## src/rtl/mem_dump_streamer.sv

```systemverilog
// mem_dump_streamer: reads COUNT consecutive words of data RAM starting at
// BASE (address wraps modulo 2^ADDR_W) and streams them out on a
// valid/ready interface, one word every three cycles with no backpressure.
// Optional build macro MEM_DUMP_CHECKSUM_EN appends one extra beat carrying
// the modulo-2^DATA_W sum of all data words; that beat is the one flagged
// with out_last.
module mem_dump_streamer #(
    parameter int ADDR_W = 8,
    parameter int DATA_W = 32,
    parameter int BASE   = 0,
    parameter int COUNT  = 256
) (
    input  logic              clk,
    input  logic              rst,
    input  logic              start,
    output logic              busy,
    output logic              done,
    output logic              mem_rd_en,
    output logic [ADDR_W-1:0] mem_addr,
    input  logic [DATA_W-1:0] mem_rdata,
    output logic [DATA_W-1:0] out_data,
    output logic              out_valid,
    input  logic              out_ready,
    output logic              out_last
);

    localparam logic [ADDR_W-1:0] BASE_ADDR = ADDR_W'(BASE);
    localparam logic [ADDR_W-1:0] LAST_IDX  = ADDR_W'(COUNT - 1);

`ifdef MEM_DUMP_CHECKSUM_EN
    typedef enum logic [2:0] {IDLE, REQ, LATCH, SEND, CSUM, FIN} state_t;
`else
    typedef enum logic [2:0] {IDLE, REQ, LATCH, SEND, FIN} state_t;
`endif

    state_t              state_reg, state_next;
    logic [ADDR_W-1:0]   index_reg, index_next;
    logic [DATA_W-1:0]   out_data_reg, out_data_next;
`ifdef MEM_DUMP_CHECKSUM_EN
    logic [DATA_W-1:0]   acc_reg, acc_next;
`endif

    // State, word index and output data register; reset aborts any dump.
    always_ff @(posedge clk or negedge rst) begin
        if (!rst) begin
            state_reg    <= IDLE;
            index_reg    <= '0;
            out_data_reg <= '0;
`ifdef MEM_DUMP_CHECKSUM_EN
            acc_reg      <= '0;
`endif
        end else begin
            state_reg    <= state_next;
            index_reg    <= index_next;
            out_data_reg <= out_data_next;
`ifdef MEM_DUMP_CHECKSUM_EN
            acc_reg      <= acc_next;
`endif
        end
    end

    // Next-state logic: request, capture the RAM word, then hold it until accepted.
    always_comb begin
        state_next    = state_reg;
        index_next    = index_reg;
        out_data_next = out_data_reg;
`ifdef MEM_DUMP_CHECKSUM_EN
        acc_next      = acc_reg;
`endif
        case (state_reg)
            IDLE: begin
                if (start) begin
                    index_next = '0;
                    state_next = REQ;
`ifdef MEM_DUMP_CHECKSUM_EN
                    acc_next   = '0;
`endif
                end
            end
            REQ:   state_next = LATCH;
            LATCH: begin
                // RAM data is valid exactly one cycle after the read strobe.
                out_data_next = mem_rdata;
                state_next    = SEND;
            end
            SEND: begin
                if (out_ready) begin
`ifdef MEM_DUMP_CHECKSUM_EN
                    acc_next = acc_reg + out_data_reg;
`endif
                    if (index_reg == LAST_IDX) begin
`ifdef MEM_DUMP_CHECKSUM_EN
                        // The checksum beat reuses the output register.
                        out_data_next = acc_reg + out_data_reg;
                        state_next    = CSUM;
`else
                        state_next    = FIN;
`endif
                    end else begin
                        index_next = index_reg + 1'b1;
                        state_next = REQ;
                    end
                end
            end
`ifdef MEM_DUMP_CHECKSUM_EN
            CSUM: begin
                if (out_ready) state_next = FIN;
            end
`endif
            FIN:     state_next = IDLE;
            default: state_next = IDLE;
        endcase
    end

    // Outputs decode directly from state so reset clears them immediately.
    always_comb begin
        busy      = (state_reg != IDLE);
        done      = (state_reg == FIN);
        mem_rd_en = (state_reg == REQ);
        mem_addr  = (state_reg == REQ) ? (BASE_ADDR + index_reg) : '0;
        out_data  = out_data_reg;
`ifdef MEM_DUMP_CHECKSUM_EN
        out_valid = (state_reg == SEND) || (state_reg == CSUM);
        out_last  = (state_reg == CSUM);
`else
        out_valid = (state_reg == SEND);
        out_last  = (state_reg == SEND) && (index_reg == LAST_IDX);
`endif
    end

endmodule

```

## config.mk

```make
export PLATFORM = sky130hd
export DESIGN_NAME = mem_dump_streamer
export DESIGN_NICKNAME = d
export VERILOG_FILES = /design/src/rtl/mem_dump_streamer.sv
export SDC_FILE = /design/constraint.sdc
export NUM_CORES = 1
export LEC_CHECK = 0
export CORE_UTILIZATION = 42
export CTS_CLUSTER_DIAMETER = 30
export DETAILED_ROUTE_END_ITERATION = 10
export GPL_TIMING_DRIVEN = 0
export PLACE_DENSITY_LB_ADDON = 0.25
export SYNTH_ARGS = -nofsm -noshare
export SYNTH_HDL_FRONTEND = slang
export SYNTH_SLANG_ARGS = --single-unit
```

## constraint.sdc

```tcl
create_clock -name clk -period 2.2 [get_ports clk]
set_clock_uncertainty 0.15 [all_clocks]
set_input_delay 0.33 -clock clk [delete_from_list [all_inputs] [get_ports clk]]
set_output_delay 0.33 -clock clk [all_outputs]
set_load 0.005 [all_outputs]
```

==> results.yml, run 1 <==
run_status:
  outcome: "complete, no violations"
final_layout:
  syn2layout_area_growth_pct: 62.36
  drive_above_1_share: 0.2892
  mostFrequentLayoutCell: "clkdlybuf4s50_1"
  final_area_um2: 3157
  nFillCells: 329
  largest_reg_flops: 32
  seq_area_um2: 1076
  mostFrequentLayoutCells: "clkdlybuf4s50_1, dfrtp_1, mux2_2, buf_4"
  antenna_cells: 0
  finish.utilization: 0.7151
  multi_input_area_um2: 843.3
  final_cells: 301
  layout.nets: 285
sta:
  tightest_slew_ns: 0.5200
  worst_slack_ns: 0.06901
  post-route-period-util: 0.9686
  setup_viol_count_final: 0
  slew_headroom: 0.6533
  min_period_ns: 2.131
  rsz0062_at_grt: "no"
  drv_slew: 0
  fmax_ghz: 0.4693
  hold_violations: 0
die:
  die_h_um: 70.04
  num_rows: 24
  die_w_um: 70.04
  dieArea_um2: 4906
  initial_utilization: 0.4405
  design.core.area_um2: 4414
  ioPinCount: 81
cts:
  cts_sinks: 43
  cts_buffers: 5
  clock_latency_ns: 0.29
  cts_tree: "built"
  clockBufferDepth: 2
  clkTransAtPathRegs_ns: 0.08
  clockRootBuffer: "clkbuf_8"
  htree_levels: 2
worst_setup_path:
  start_kind: "flip-flop"
  worstPathRequired_ns: 1.72
  cp.arrival_ns: 1.65
  crit_fanout: 8
  startpoint: "state_reg[1]"
  crit_path_end_kind: "output port"
  worstSetupPathType: "flip-flop to output port"
  r2r-start: "state_reg[2]"
drt:
  via_count: 1532
  post-route-drc-count: 0
  wl_mm: 4.372
  wl_per_cell_um: 14.52
  drtPass1Iterations: 4
  drt_iter0_drc: 64
  ant_nets: 0
  viasPerCell: 5.090
flow_run:
  drv_cap: 0
synth:
  synth_edf_count: 0
  syn_area_um2: 1944
  synthArstFlopShare: 1.000
  synth_seq_cells: 43
  synth.distinct_cells: 37
  dominantRegCellSynth: "dfrtp_1"
  syn-num-nets: 181
  yosysWarnings: 0
  post_synth.cell_area_avg_um2: 13.50
  ys_seq_area_frac: 0.5534
  synthCells: 144
worst_hold_path:
  hp-class: "flip-flop to flip-flop"
  hold_start: "out_data[10]"
global_route:
  grt_pass1_wl_mm: 7.189
  grt_usage: 0.1860
  grt_pass1_vias: 1469
  grt_start_max_net_pins: 23
  grt_antenna_before_repair: 0
  grt-ovfl-total: 0
placement:
  dp.cells: 277
  place_area_um2: 2833
  port_buffers: 80
  hpwl_mm: 2.953
  place.gp.congestion: 0.8391
  pre_cts_ws_ns: 0.01400
power_and_ir_drop:
  ir_worst_vdd_mv: 0.5053
  power_leakage_nw: 1.384
  power_mw: 4.075
  p_per_area_nw_per_um2: 1291
-- layer usage --
metal,part of all wire,track usage,up-vias
li1,-,-,720
met1,0.44,0.2472,737
met2,0.48,0.3024,70
met3,0.070,0.05051,5
met4,0.0085,0.04667,0
met5,0,0,-
-- final cells by class --
| cell class | count | share of cell area |
|---|---|---|
| Buffer | 6 | 0.02140 |
| Clock buffer | 6 | 0.02299 |
| Clock inverter | 2 | 0.01902 |
| Inverter | 5 | 0.005945 |
| Multi-Input combinational cell | 90 | 0.2671 |
| Sequential cell | 43 | 0.3409 |
| Tap cell | 52 | 0.02061 |
| Timing Repair Buffer | 97 | 0.3020 |
-- synth_stat cells, types with 2 or more instances --
cell,instances,area (um2)
and2_1,9,56.30
inv_1,5,18.77
mux2i_1,3,30.03
a31oi_1,2,12.51
nor2_1,4,15.01
mux2_2,31,349.1
nand3_1,4,20.02
o31ai_1,2,15.01
dfrtp_1,43,1076
nand2_1,8,30.03
nor3_1,3,15.01
a21oi_1,2,10.01
buf_6,4,45.04
-- cell families after synthesis --
group / after synthesis / share of synthesized area
AO/OA/AOI/OAI: 15 / 0.06950
multiplexers: 35 / 0.2008
adder cells (fa/ha/maj): 1 / 0.006434
buffers and inverters: 11 / 0.03925
flip-flops: 43 / 0.5534
AND/OR/NAND/NOR: 39 / 0.1306
-- what timing repair did --
action	CTS	global route
setup buffers	10	4
gates resized for setup	18	6
endpoints found under the hold margin	21	0
hold buffers	1	0
gates cloned	1	0
setup endpoints to repair	10	3
pin swaps	2	2
-- final timing paths --
path,end,slack [ns],cells after the start
hold / removal,out_data[10],0.35,1
max in group asynchronous,state_reg[0],1.01,3
min in group asynchronous,out_data[20],0.40,2
hold reg to reg,out_data[10],0.35,1
setup / recovery,busy,0.07,5
setup reg to reg,out_data[8],0.39,5
-- critical path, cell delays in order, from the launching register on --
cell and delay (ns):
dfrtp_1 0.38, buf_6 0.14, buf_12 0.13, nor3_4 0.22, inv_1 0.06, clkdlybuf4s50_1 0.44
-- where the power goes --
group | internal (mW) | switching (mW)
sequential | 1.16 | 0.217
combinational | 1.31 | 0.672
clock | 0.454 | 0.263
-- through the flow --
stage	hold WS (ns)	setup TNS [ns]
6_report	0.3494	0
3_5_place_dp	0.1825	0
5_1_grt	0.3799	0
2_1_floorplan	-0.1156	0
4_1_cts	0.3572	-0.09287
3_3_place_gp	0.3215	-21.89
Note: power is estimated with default switching activity, not from simulation.
==> run 2, diff against run 1 <==
CORE_MARGIN = 5   (was unset)
==> run 2 against run 1 <==
Die area rose by 24%. Final cell count fell by 1.7%. Non-clock buffer count fell by 4. Sequential power barely moved. Critical path type unchanged. Final area fell by 2.7%. Worst hold slack got worse by 0.0023 ns. Power fell by 4.2%. Sequential share of layout area rose by 1.0 points. Global-route usage fell by 3.0 points. Via count fell by 3.3%.
==> results.yml, run 2 (same netlist as run 1, synthesis figures left out) <==
run_status:
  outcome: "complete, no violations"
sta:
  fmax_ghz: 0.4714
  tightest_slew_ns: 0.4325
  finalSetupTns_ns: 0
  hold_violations: 0
  setup_viol_count_final: 0
  min_period_ns: 2.121
  drv_slew: 0
  post-route-period-util: 0.9643
  rsz0062_at_grt: "yes"
  slew_headroom: 0.7117
drt:
  drt_iter0_drc: 55
  ant_nets: 0
  wl_met2_mm: 2.155
  wl_met1_mm: 2.067
  route.met3.wl_um: 257
  via_count: 1481
  post-route-drc-count: 0
  top_layer_used: "met4"
  wl_mm: 4.513
  viasPerCell: 5.003
  drtPass1Iterations: 4
  wl_per_cell_um: 15.25
global_route:
  grt_antenna_before_repair: 0
  grt-ovfl-total: 0
  grt_pass1_vias: 1541
  grt_usage: 0.1565
  grt_pass1_wl_mm: 7.700
  grt_start_max_net_pins: 27
final_layout:
  syn2layout_area_growth_pct: 57.91
  multi_input_area_um2: 838.3
  mostFrequentLayoutCells: "clkdlybuf4s50_1, dfrtp_1, mux2_2, buf_4"
  nFillCells: 331
  mostFrequentLayoutCell: "clkdlybuf4s50_1"
  largest_reg_flops: 32
  finish.utilization: 0.6956
  final_cells: 296
  antenna_cells: 0
  seq_area_um2: 1077
  drive_above_1_share: 0.2787
  layout.nets: 281
worst_setup_path:
  start_kind: "flip-flop"
  crit_path_end_kind: "output port"
  crit_fanout: 4
  cp.arrival_ns: 1.64
  worstPathRequired_ns: 1.72
  worstSetupPathType: "flip-flop to output port"
  r2r-start: "state_reg[2]"
  reg2reg_to: "out_data[3]"
  cp-endpoint: "mem_addr[6]"
  worstRegToRegCells: 4
  startpoint: "state_reg[0]"
  reg2reg_setup_slack_ns: 0.51
cts:
  clockRootBuffer: "clkbuf_8"
  cts_sinks: 43
  clock_latency_ns: 0.29
  cts_buffers: 5
  htree_levels: 2
  clockBufferDepth: 2
  clkTransAtPathRegs_ns: 0.08
  cts_tree: "built"
flow_run:
  drv_cap: 0
power_and_ir_drop:
  power_leakage_nw: 1.307
  p_comb_frac: 0.499
  p_clk_frac: 0.149
  intPower_mw: 2.778
  power_mw: 3.902
  power_frac_seq: 0.352
  power_switching_mw: 1.125
  ir_worst_vdd_mv: 0.5908
  swShare: 0.2882
  p_per_area_nw_per_um2: 1271
die:
  dieArea_um2: 6090
  ioPinCount: 81
  die_h_um: 78.04
  design.core.area_um2: 4414
  die_w_um: 78.04
  num_rows: 24
  initial_utilization: 0.4405
placement:
  port_buffers: 80
  hpwl_mm: 3.282
  place.gp.congestion: 0.8330
  dp.cells: 277
worst_hold_path:
  hp-class: "flip-flop to flip-flop"
run 2: cell types whose count changed in the layout (fill, tap and decap cells not counted), sizes merged:
cell           delta
bufinv            -1
dlymetal6s2s      -2
buf               -4
clkdlybuf4s15     +2
run 2: worst min-delay path by stage:
| stage | slack [ns] | end | cells after the start | start |
|---|---|---|---|---|
| 2_1_floorplan | -0.12 | index_reg[0] | 0 | rst |
| 3_3_place_gp | 0.33 | out_data[10] | 1 | out_data[10] |
| 3_5_place_dp | 0.15 | out_data[26] | 1 | rst |
| 4_1_cts | 0.35 | out_data[10] | 1 | out_data[10] |
| 5_1_grt | 0.37 | out_data[18] | 1 | out_data[18] |
| 6_report | 0.35 | out_data[10] | 1 | out_data[10] |
run 2: metal layers:
metal / GRT usage / vias to the layer above
met5: 0 / -
met4: 0.04899 / 0
met1: 0.2110 / 716
li1: - / 710
met3: 0.03890 / 4
met2: 0.2483 / 51
run 2: worst max-delay path, cell delays in order, from the launching register on:
cell           delay (ns)
dfrtp_1              0.42
buf_6                0.14
nor3b_4              0.15
buf_6                0.12
buf_4                0.13
and2_1               0.15
dlygate4sd2_1        0.26
run 2: area by class of cell:
cell class	instances	share of cell area
Multi-Input combinational cell	90	0.2730
Buffer	6	0.02200
Tap cell	52	0.02119
Sequential cell	43	0.3509
Timing Repair Buffer	93	0.2934
Inverter	5	0.006112
Clock buffer	6	0.02363
Clock inverter	1	0.009780
run 2: stage by stage:
step / setup slack, ns / hold WS, ns / instance area (um2)
floorplan: 0.6083 / -0.1156 / 1944
global placement: -0.5428 / 0.3250 / 2810
detailed placement: -0.01066 / 0.1472 / 2825
CTS: 0.02533 / 0.3505 / 3054
global route: -0.009077 / 0.3673 / 3070
finish: 0.07852 / 0.3471 / 3070
run 2: power groups by stage:
stage | sequential, mW | clock, mW | combinational (mW)
2_1_floorplan | 1.40 | 0 | 0.837
3_3_place_gp | 1.37 | 0 | 1.76
3_5_place_dp | 1.39 | 0 | 1.80
4_1_cts | 1.38 | 0.602 | 1.94
5_1_grt | 1.42 | 0.644 | 2.10
6_report | 1.37 | 0.583 | 1.95
run 2: timing repair:
| action | 4_1_cts | 5_1_grt |
|---|---|---|
| endpoints found under the hold margin | 17 | 0 |
| setup buffers | 10 | 1 |
| setup endpoints to repair | 11 | 3 |
| hold buffers | 1 | 0 |
| resized for setup | 23 | 3 |
| pin swaps | 3 | 0 |
| gates cloned | 0 | 0 |
